<file path="config.mk">
export PLATFORM = sky130hd
export DESIGN_NAME = mem_port_unit
export DESIGN_NICKNAME = d
export VERILOG_FILES = /design/src/rtl/mem_port_unit.sv
export SDC_FILE = /design/constraint.sdc
export NUM_CORES = 1
export LEC_CHECK = 0
export ABC_AREA = 1
export CAP_MARGIN = 20
export CORE_MARGIN = 2
export CORE_UTILIZATION = 42
export DETAILED_ROUTE_END_ITERATION = 12
export PLACE_DENSITY_LB_ADDON = 0.08
export SYNTH_ARGS = -nofsm -noshare
export SYNTH_HDL_FRONTEND = slang
export SYNTH_SLANG_ARGS = --single-unit
</file>
<file path="constraint.sdc">
create_clock -name Clk -period 1.1 [get_ports Clk]
set_input_delay 0.22 -clock Clk [delete_from_list [all_inputs] [get_ports Clk]]
set_output_delay 0.22 -clock Clk [all_outputs]
set_load 0.02 [all_outputs]
</file>
<file path="src/rtl/mem_port_unit.sv">
// Memory-port sequencer: turns the multicycle controller's memory strobes into a
// registered req/ack access (address PC or ALUOut) and captures read data into Instr/MDR.
// Latency: mem_req one cycle after start; Busy holds the controller until the ack cycle.
//
// Optional feature: define MEM_TIMEOUT_EN to abort an access after TO_CYCLES wait
// cycles without ack and set the sticky BusErr flag. Undefined: BusErr is tied to 0.
//
// Ports:
//   Clk, Reset          clock (rising edge), asynchronous active-low reset
//   PC, ALUOut, B       fetch address, data address, store data
//   lorD                address select (0: PC, 1: ALUOut)
//   IRWrite/MemRead/MemWrite  access strobes (fetch > write > read priority)
//   Busy                stall to the controller
//   Instr, MDR          captured instruction / memory data registers
//   BusErr              sticky timeout flag
//   mem_req/mem_we/mem_addr/mem_wdata  registered request to memory
//   mem_rdata/mem_ack   memory response
module mem_port_unit #(
  parameter int DATA_W    = 32,
  parameter int TO_CYCLES = 15
) (
  input  logic              Clk,
  input  logic              Reset,
  input  logic [DATA_W-1:0] PC,
  input  logic [DATA_W-1:0] ALUOut,
  input  logic [DATA_W-1:0] B,
  input  logic              lorD,
  input  logic              IRWrite,
  input  logic              MemRead,
  input  logic              MemWrite,
  output logic              Busy,
  output logic [DATA_W-1:0] Instr,
  output logic [DATA_W-1:0] MDR,
  output logic              BusErr,
  output logic              mem_req,
  output logic              mem_we,
  output logic [DATA_W-1:0] mem_addr,
  output logic [DATA_W-1:0] mem_wdata,
  input  logic [DATA_W-1:0] mem_rdata,
  input  logic              mem_ack
);

  localparam logic ST_IDLE = 1'b0;
  localparam logic ST_WAIT = 1'b1;

  localparam logic [1:0] K_FETCH = 2'd0;
  localparam logic [1:0] K_READ  = 2'd1;
  localparam logic [1:0] K_WRITE = 2'd2;

  logic              state_q, state_d;
  logic              we_q, we_d;
  logic [1:0]        kind_q, kind_d;
  logic [DATA_W-1:0] addr_q, addr_d;
  logic [DATA_W-1:0] wdata_q, wdata_d;
  logic [DATA_W-1:0] instr_q, instr_d;
  logic [DATA_W-1:0] mdr_q, mdr_d;

  logic       start;
  logic [1:0] kind_sel;
  logic       to_hit;

  assign start    = IRWrite | MemRead | MemWrite;
  assign kind_sel = IRWrite ? K_FETCH : (MemWrite ? K_WRITE : K_READ);

`ifdef MEM_TIMEOUT_EN
  localparam int CNT_W = $clog2(TO_CYCLES + 1);

  logic [CNT_W-1:0] cnt_q, cnt_d;
  logic             buserr_q, buserr_d;

  // The abort cycle is the WAIT cycle whose missing ack would bring the count to
  // TO_CYCLES; an ack in that same cycle still completes normally.
  assign to_hit = (state_q == ST_WAIT) && !mem_ack &&
                  (cnt_q == CNT_W'(TO_CYCLES - 1));
  assign BusErr = buserr_q;

  always_comb begin
    cnt_d    = cnt_q;
    buserr_d = buserr_q;
    if (state_q == ST_IDLE) begin
      if (start) cnt_d = '0;
    end else if (!mem_ack) begin
      cnt_d = cnt_q + 1'b1;
    end
    if (to_hit) buserr_d = 1'b1;
  end

  always_ff @(posedge Clk or negedge Reset) begin
    if (!Reset) begin
      cnt_q    <= '0;
      buserr_q <= 1'b0;
    end else begin
      cnt_q    <= cnt_d;
      buserr_q <= buserr_d;
    end
  end
`else
  assign to_hit = 1'b0;
  assign BusErr = 1'b0;
`endif

  // Busy drops in the ack (or abort) cycle so the controller advances on the
  // same edge that captures the read data.
  assign Busy = ((state_q == ST_IDLE) && start) ||
                ((state_q == ST_WAIT) && !mem_ack && !to_hit);

  always_comb begin
    state_d = state_q;
    we_d    = we_q;
    kind_d  = kind_q;
    addr_d  = addr_q;
    wdata_d = wdata_q;
    instr_d = instr_q;
    mdr_d   = mdr_q;
    if (state_q == ST_IDLE) begin
      // mem_ack is deliberately ignored here: a late ack belongs to nothing.
      if (start) begin
        state_d = ST_WAIT;
        addr_d  = lorD ? ALUOut : PC;
        wdata_d = B;
        we_d    = (kind_sel == K_WRITE);
        kind_d  = kind_sel;
      end
    end else begin
      if (mem_ack) begin
        state_d = ST_IDLE;
        we_d    = 1'b0;
        case (kind_q)
          K_FETCH: instr_d = mem_rdata;
          K_READ:  mdr_d   = mem_rdata;
          default: ;
        endcase
      end else if (to_hit) begin
        state_d = ST_IDLE;
        we_d    = 1'b0;
      end
    end
  end

  always_ff @(posedge Clk or negedge Reset) begin
    if (!Reset) begin
      state_q <= ST_IDLE;
      we_q    <= 1'b0;
      kind_q  <= K_FETCH;
      addr_q  <= '0;
      wdata_q <= '0;
      instr_q <= '0;
      mdr_q   <= '0;
    end else begin
      state_q <= state_d;
      we_q    <= we_d;
      kind_q  <= kind_d;
      addr_q  <= addr_d;
      wdata_q <= wdata_d;
      instr_q <= instr_d;
      mdr_q   <= mdr_d;
    end
  end

  // The request is exactly "in WAIT", which is itself a register.
  assign mem_req   = (state_q == ST_WAIT);
  assign mem_we    = we_q;
  assign mem_addr  = addr_q;
  assign mem_wdata = wdata_q;
  assign Instr     = instr_q;
  assign MDR       = mdr_q;

endmodule

</file>
# Word-level counts from Yosys, hierarchy flattened
# Index checks and enable logic that the tools add are counted.
[op_classes]
n_reduce_logical = 10
mux = 9
n_bitwise = 3
n_eq_ne = 3
[op_table]
columns = ["op", "n"]
rows = [
  ["$mux 32", 1],
  ["$mux 1", 6],
  ["$reduce_and 3->1", 2],
  ["$mux 2", 2],
  ["$reduce_and 2->1", 2],
  ["$eq 2x1->1 const B", 1],
  ["$eq 2x2->1 const B", 1],
  ["$logic_and 1x1->1", 2],
  ["$logic_not 2->1", 1],
  ["$ne 2x2->1 const B", 1],
  ["$or 1x1->1", 2],
  ["$reduce_bool 2->1", 1],
  ["$logic_not 1->1", 1],
  ["$logic_or 1x1->1", 1],
  ["$not 1->1", 1],
]
[totals]
out_inout_bits = 132
elab_cells = 32
register_bits = 132
input_bits = 135

# Depth between registers and ports, before layout
# Gate-level depths: netlist (run 1).
[logic_depth]
ltp_word = 5
depth_mapped = 7
depth_no_buf = 5

# Least setup slack after synthesis (run 1)
# OpenSTA, ideal clock, no wires.
[synth_path]
kind = "flip-flop to output port"
from = "register state_q, in the netlist mem_req"
to = "output port Busy"
path_buffers = 1
stages_incl_launch_ff = 4
path_slack_ns = -0.384
arrival_ns = 1.264
required_ns = 0.880
cell_sequence = "dfrtp_1 -> inv_2 -> buf_4 -> o21ai_0"
[synth_between]
elab_chain_cells = 3
word_cells_on_any_way = 4
cone_classes = "bitwise: 1; reduce/logical: 3"
[synth_lines]
columns = ["element", "line", "rtl"]
rows = [
  ["from (decl)", "50", "logic state_q, state_d;"],
  ["from (signal assigned)", "150", "state_q <= state_d;"],
  ["$not 1->1 (no line)", "--", ""],
  ["$logic_and 1x1->1", "104", "assign Busy = ((state_q == ST_IDLE) && start) ||"],
  ["$logic_or 1x1->1 (*)", "104", ""],
  ["to (decl)", "31", "output logic Busy,"],
]
# Mark *: on every way between the ends. The rest lies on a longest branch, timed or not.

# Worst setup path after layout (run 1)
# Same ends and word-level chain as after synthesis.

==> results of run 1 <==
==> timing repair <==
item / CTS / global route
hold buffers: 1 / 0
pin swaps: 23 / 13
endpoints found under the hold margin: 15 / 0
cloned: 11 / 10
setup endpoints to repair: 262 / 262
buffers inserted: 34 / 48
resized for setup: 820 / 11
==> layer usage <==
layer	GRT usage	part of all wire
met1	0.279	0.36
met5	0	0
met2	0.474	0.53
met3	0.0705	0.076
met4	0.105	0.031
==> where the power goes <==
part | internal [uW] | switching, uW
combinational | 9290 | 8140
sequential | 7170 | 1830
clock | 3750 | 2120
total | 20200 | 12100
==> state kept, by name, summed over array words and instances, names as in the netlist <==
signal	count
mem_req	1
Instr	32
MDR	32
kind_q	2
mem_wdata	32
mem_we	1
mem_addr	32
==> through the flow <==
| stage | TNS (ns) | worst slack (ns) | utilization | hold WS, ns | power (uW) |
|---|---|---|---|---|---|
| finish | -34.59 | -0.310 | 0.805 | 0.249 | 32300 |
| global route | -47.27 | -0.357 | 0.805 | 0.257 | 33800 |
| CTS | -31.55 | -0.320 | 0.761 | 0.246 | 30300 |
| detailed placement | -76.14 | -0.729 | 0.649 | 0.135 | 21300 |
| global placement | -71.28 | -0.681 | 0.649 | 0.139 | 21000 |
| floorplan | -0.0148 | -0.0147 | - | -0.0756 | 14800 |
==> critical path, cell delays in order, from the launching register on <==
cell	delay, ns
sky130_fd_sc_hd__dfrtp_2	0.43
sky130_fd_sc_hd__inv_4	0.09
sky130_fd_sc_hd__nand2_4	0.06
sky130_fd_sc_hd__o21ai_4	0.07
sky130_fd_sc_hd__buf_6	0.14
==> logic make-up (layout without fill, tap and decap cells) <==
kind of cell / Yosys count / count (layout) / share of synthesized area
AOI/OAI and AO/OA: 67 / 67 / 0.0707
buffers and inverters: 82 / 470 / 0.0888
DFF: 132 / 132 / 0.576
other: 1 / 1 / 0.000654
and+or+nand+nor: 367 / 367 / 0.264
==> cells in the mapped netlist, drive strengths merged <==
cell type,instances
o21ai,66
nand3b,1
nand2,266
nand3,96
conb,1
nor2,4
dfrtp,132
inv,39
buf,43
o21a,1
==> final timing paths <==
| check | slack [ns] | end | from |
|---|---|---|---|
| min in group Clk | 0.37 | mem_wdata[9]$_DFFE_PN0P_ | B[9] |
| hold / removal | 0.25 | MDR[10]$_DFFE_PN0P_ | Reset |
| hold reg to reg | 0.50 | mem_wdata[21]$_DFFE_PN0P_ | mem_wdata[21]$_DFFE_PN0P_ |
| max in group asynchronous | 0.37 | mem_req$_DFF_PN0_ | Reset |
| setup reg to reg | -0.29 | mem_wdata[0]$_DFFE_PN0P_ | mem_req$_DFF_PN0_ |
| setup / recovery | -0.31 | Busy | mem_req$_DFF_PN0_ |
==> area by class of cell <==
class,instances,area [um2]
timing repair buffer,400,4400
sequential,132,3300
fill,810,2590
multi-input combinational,435,2020
clock buffer,20,467
tap,176,220
inverter,39,151
clock inverter,11,150
==> cell usage in the layout, fill, tap and decap left out, types with 2 or more instances in the layout <==
cell type / Yosys / layout
sky130_fd_sc_hd__nor2_2: 1 / 3
sky130_fd_sc_hd__o21ai_2: 18 / 20
sky130_fd_sc_hd__inv_1: 37 / 37
sky130_fd_sc_hd__dfrtp_1: 132 / 131
sky130_fd_sc_hd__inv_6: 0 / 2
sky130_fd_sc_hd__o21ai_4: 0 / 2
sky130_fd_sc_hd__o21ai_1: 47 / 44
sky130_fd_sc_hd__nand2_1: 262 / 258
sky130_fd_sc_hd__clkinv_4: 0 / 2
sky130_fd_sc_hd__buf_4: 5 / 97
sky130_fd_sc_hd__clkinv_2: 0 / 2
sky130_fd_sc_hd__clkbuf_16: 0 / 24
sky130_fd_sc_hd__buf_12: 0 / 15
sky130_fd_sc_hd__nand2_2: 4 / 5
sky130_fd_sc_hd__bufinv_16: 0 / 3
sky130_fd_sc_hd__buf_8: 0 / 2
sky130_fd_sc_hd__clkdlybuf4s50_1: 0 / 133
sky130_fd_sc_hd__nand2_8: 0 / 2
sky130_fd_sc_hd__nand3_2: 0 / 3
sky130_fd_sc_hd__buf_16: 0 / 9
sky130_fd_sc_hd__clkinvlp_4: 0 / 2
sky130_fd_sc_hd__nand3_1: 96 / 93
sky130_fd_sc_hd__clkbuf_8: 0 / 3
sky130_fd_sc_hd__bufbuf_16: 0 / 2
sky130_fd_sc_hd__buf_6: 22 / 134
sky130_fd_sc_hd__inv_4: 0 / 2
==> results.md, run 1 <==
- Counting the buffers created by CTS gives 17.
- The wire length after detailed routing is 20.9 mm.
- After floorplanning, the core was sized to cover roughly 0.013 mm2.
- After routing the design area is 0.0107 mm2.
- For this run, the top clock speed supported by timing is about 0.7 GHz.
- For the worst-skew pair, the clock arrives at the later sink with an insertion delay of between 0.4 and 0.5 ns.
- The initial utilization of the core area, before any placement, comes to 0.431.
- The share of the Yosys chip area taken by registers is 0.576.
- The clock passes through at most 2 buffers.
- The global-route usage over all layers is 0.258.
- The critical path is of the register to output pin type.
- Yosys attributes the largest share of cell area to sky130_fd_sc_hd__dfrtp_1 (58%), sky130_fd_sc_hd__nand2_1 (17%), sky130_fd_sc_hd__nand3_1 (8.4%).
- The pin count of the biggest net entering global routing is 65.
- The via count of the routed design is 6064.
- The number of pins exceeding their max-slew limit in the final report is 0.
- Once layout is complete, the cells apart from fillers number 1213.
- CTS saw 132 sinks.
- The layout-stage area growth over the synthesis result is 86.6%.
- The via count of the first global-routing pass is about 6000.
- After detailed placement, the total cell area comes to 0.00863 mm2.
- The flow ran to the end, but the final reports show violations.
- The overall overflow remaining after global route is 0.
- The wire length of the first global-routing pass is between 20 and 30 mm.
- Using the TritonRoute via totals, the vias-per-cell ratio works out to 5.00.
- 0 antenna diodes ended up in the layout.
- The count of nets left with antenna violations once routing finished came out at 0.
- The leakage power figure is 0.00555 uW.
- The total of buffers placed on input and output ports is 265.
- The detailed placement HPWL is 11.7 mm.
- Counting every instance in the synthesized netlist gives roughly 650.
- The congestion estimate from routability-driven global placement came to 0.822.
- The die is around 120 um wide.
- The number of hold violations in the final report is 0.
- The maximum fanout along the worst path is 3.
- The number of cells on the worst reg-to-reg path is 7.
- The checks that failed: negative setup slack.
- When the netlist entered floorplanning its net count stood at 784.
- The mean instance size in the synthesized netlist is 8.84 um2.
- The tightest min-delay check is of the input pin to asynchronous set/reset pin type.
- The clock edge transition at the registers on the reported setup and hold paths is roughly 0.060 ns.
- STA classifies the critical path startpoint as a register.
- The mapped netlist covers 0.00574 mm2.
- The detailed-route wire length per cell is 17.2 um.
- The CTS tree is built.
- Dividing the final minimum period by the clock period gives 1.28.
- The largest total area in the synthesized netlist belongs to sky130_fd_sc_hd__dfrtp_1.
- The post-route minimum period is between 1 and 1.5 ns.
- The ratio of cells with drive above 1 in the final layout is 0.324.
- In this run, the number of DRC markers left after iteration 0 of detailed routing was 376.
- The number of antenna violations at the first check in global routing came to 0.
- The post-synthesis sequential element count is ~130.
- The number of setup violations in the final report is 262.
- The netlist uses 18 different library cells.
- The max-capacitance violation count is 0.
- The portion of synthesized cell area occupied by the leading cell type is 0.576.
- The Yosys step of the flow raised 0 warnings.
- Across all setup checks in the final design, the least slack found is -0.310 ns.
- The total power divided by cell area is 3020 mW/mm2.
- During I/O placement, the number of pins put on the boundary was 267.
- The setup skew after layout is between 0.007 and 0.008 ns.
- The maximum vdd ir drop is 1.49 mV.
- The clock tree root driver cell is sky130_fd_sc_hd__clkbuf_16.
- In the final design database the tool counted 1160 nets.
- The DRC violation count after routing is 0.
- The die height is around 120 um.
- The kind of capture point of the worst setup path is an output pin.
- Data on the critical path is required at its endpoint by approximately 0.88 ns.
- The area of the die is ~0.015 mm2.
- Data arrives at the worst endpoint at between 1 and 1.5 ns.
- The cell row count is 42.
- The total iterations of the first detailed-routing run is 5.
- Setup repair after global routing could not meet its margin everywhere.
- The clock tree synthesis step divided the H-tree into 4 levels.
- The total instance count after detailed placement is 1079.
Power figures use the tool's default switching activity.
==> inputs of run 2 (changes only) <==
--- a/config.mk
+++ b/config.mk
@@ -7,7 +7,7 @@
 export LEC_CHECK = 0
 export ABC_AREA = 1
 export CAP_MARGIN = 20
-export CORE_MARGIN = 2
+export CORE_MARGIN = 10
 export CORE_UTILIZATION = 42
 export DETAILED_ROUTE_END_ITERATION = 12
 export PLACE_DENSITY_LB_ADDON = 0.08
==> run 2 against run 1 <==
  * The run still ends with negative setup slack left
  * Count of clock-buffer cells in the layout is 5 higher
  * Via count is 6.5% lower
  * Non-clock buffer count is 60 lower
  * Fmax is 0.63% higher
  * Global-route usage is 6.1 points lower
  * Final area is 7.1% lower
  * Combinational power is 13% lower
  * Core utilization is 5.8 points lower
  * Setup slack better by 0.0088 ns
==> results.md, run 2 (synthesis results as in run 1) <==
- Counting I/O delays and the setup requirement, the final critical path takes 1.40 ns.
- The number of setup violations in the final report is 262.
- The CTS tree is built.
- The cell row count is 42.
- The area of all placed cells without fillers is 0.00994 mm2.
- The core area is 0.0133 mm2.
- In the layout the commonest cells are sky130_fd_sc_hd__nand2_1 (262), sky130_fd_sc_hd__buf_6 (133), sky130_fd_sc_hd__clkdlybuf4s50_1 (133).
- The max-capacitance violation count is 0.
- The delay of the slowest critical-path stage is 0.43 ns.
- The total buffers and inverters traversed by the critical path is 2.
- The library cell used most frequently in the layout, excluding fill and tap cells, is sky130_fd_sc_hd__nand2_1.
- The final reports fail on negative setup slack.
- Setup repair after global routing could not meet its margin everywhere.
- The arrival time reported for the critical path endpoint is 1.18 ns.
- The total iterations of the first detailed-routing run is 5.
- The number of pins exceeding their max-slew limit in the final report is 0.
- The repair_antennas step left the layout with diodes totalling 0.
- Across the routed clock network, the largest skew measured is 0.00569 ns.
- The tree is rooted in a sky130_fd_sc_hd__clkbuf_16.
- The smallest setup slack after layout is -0.302 ns.
- The family of cells with the greatest summed delay on the critical path is flip-flops.
- The die height is between 100 and 150 um.
- After clock tree synthesis, the clock-pin slew on the worst setup and hold paths is 0.06 ns.
- For this block, the via count after detailed routing is 5669.
- The startpoint-to-endpoint class of the critical path is register to output pin.
- The placed instances occupy a cell area of 0.00860 mm2.
- Routability-driven placement finished with a final weighted congestion of 0.840.
- Counting along the longest clock path gives a buffer depth of 2.
- The maximum fanout along the worst path is 4.
- The flow ran to the end, but the final reports show violations.
- Pin placement for this block handled about 270 I/O pins.
- The initial standard-cell utilization of the core is 0.431.
- The detailed-route wire length per cell is 18.3 um.
- In this run the power density over the cells is between 2000 and 3000 mW/mm2.
- The kind of capture point of the worst setup path is an output pin.
- The leakage power figure is 0.00511 uW.
- After the last flow step, the layout net total stands at 1100.
- The ratio of cells with drive above 1 in the final layout is 0.277.
- The average via count per standard cell is 4.91.
- Traced cell by cell, the critical path runs through inv_4 > nand2_4 > o21ai_4 > buf_6.
- Once detail routing completed, the nets flagged for antenna violations numbered 0.
- The via count of the first global-routing pass is 5535.
- The classification of the worst-slack hold path is input pin to asynchronous set/reset pin.
- The wire-length estimate of the detail-placed layout is 13.6 mm.
- VDD sags by at most approximately 1.6 mV.
- The die covers 0.0187 mm2.
- The worst setup path is launched from a register.
- The data required time of the worst path is ~0.9 ns.
- The DRC violation total after the first TritonRoute iteration is roughly 280.
- From synthesis to final layout, the design area changed by 73.3%.
- The global-route usage over all layers is 0.198.
- Entering global routing, the biggest net connects 65 pins.
- The pre-CTS setup slack is -0.744 ns.
- The overall overflow remaining after global route is 0.
- The highest achievable clock rate is 0.713 GHz.
- For this run, design rule violations remaining after detail routing come to 0.
- The first global-routing pass estimated just under 30 mm of wire.
- Port buffering added 265 buffers.
- The horizontal die dimension is between 100 and 150 um.
- The level count of the clock H-tree is 4.
- The wire length after detailed routing is 21.1 mm.
- The clock buffer count from CTS is 17.
- The number of hold violations in the final report is 0.
- The total number of clock tree sinks is 132.
- The worst-path cell with the longest stage delay is sky130_fd_sc_hd__dfrtp_2.
- The source-to-sink clock delay at the later pin of the worst-skew pair is 0.40 ns.
- The part of the cycle the worst path needs is 1.27.
- The number of antenna violations at the first check in global routing is 0.
==> run 2: final timing paths <==
check                                           from                         to  slack [ns]  depth (start not counted)
hold reg to reg            mem_wdata[29]$_DFFE_PN0P_  mem_wdata[29]$_DFFE_PN0P_        0.49                          2
setup reg to reg                   mem_req$_DFF_PN0_   mem_addr[10]$_DFFE_PN0P_       -0.27                          6
max in group asynchronous                      Reset          mem_req$_DFF_PN0_        0.35                          3
min in group Clk                                B[8]   mem_wdata[8]$_DFFE_PN0P_        0.37                          3
hold / removal                                 Reset  mem_wdata[26]$_DFFE_PN0P_        0.23                          2
setup / recovery                   mem_req$_DFF_PN0_                       Busy       -0.30                          4
==> run 2: repair_timing <==
item	in CTS	in global routing
resized for setup	796	22
pin swaps	1	1
setup endpoints to repair	262	262
buffers inserted	31	0
endpoints found under the hold margin	126	0
hold buffers	1	0
gates cloned	0	12
==> run 2: through the flow <==
step | instances | total power, uW | util | TNS [ns] | hold WS [ns]
after floorplan | 649 | 14800 | - | -0.0148 | -0.0756
after global placement | 1078 | 21200 | 0.647 | -73.40 | 0.109
after detailed placement | 1078 | 21500 | 0.647 | -76.71 | 0.110
after CTS | 1142 | 28700 | 0.724 | -34.35 | 0.219
after global routing | 1154 | 31000 | 0.748 | -43.20 | 0.244
final | 1154 | 29500 | 0.748 | -32.49 | 0.231
==> run 2: layout make-up <==
type	count	area [um2]
timing repair buffer	340	3690
fill	977	3350
sequential	132	3300
multi-input combinational	435	2000
clock buffer	25	505
tap	176	220
inverter	39	151
clock inverter	7	71.3
==> run 2: power breakdown <==
part	leakage, uW	switching (uW)	internal [uW]
registers	0.00165	1780	7170
logic	0.00319	7650	7500
clock network	0.000275	2020	3410
==> run 2: metal layers <==
layer,vias to the layer above,global-route usage,part of all wire
met2,230,0.337,0.52
met4,0,0.0662,0.025
li1,2687,-,-
met1,2717,0.222,0.36
met5,-,0,0
met3,35,0.0762,0.096
==> run 2: worst register-to-register path: cells and delay by family (launching register included) <==
family,cells,cell delay (ns)
buffers and inverters,3,0.55
DFF,1,0.43
and+or+nand+nor,2,0.16
AOI/OAI and AO/OA,1,0.12
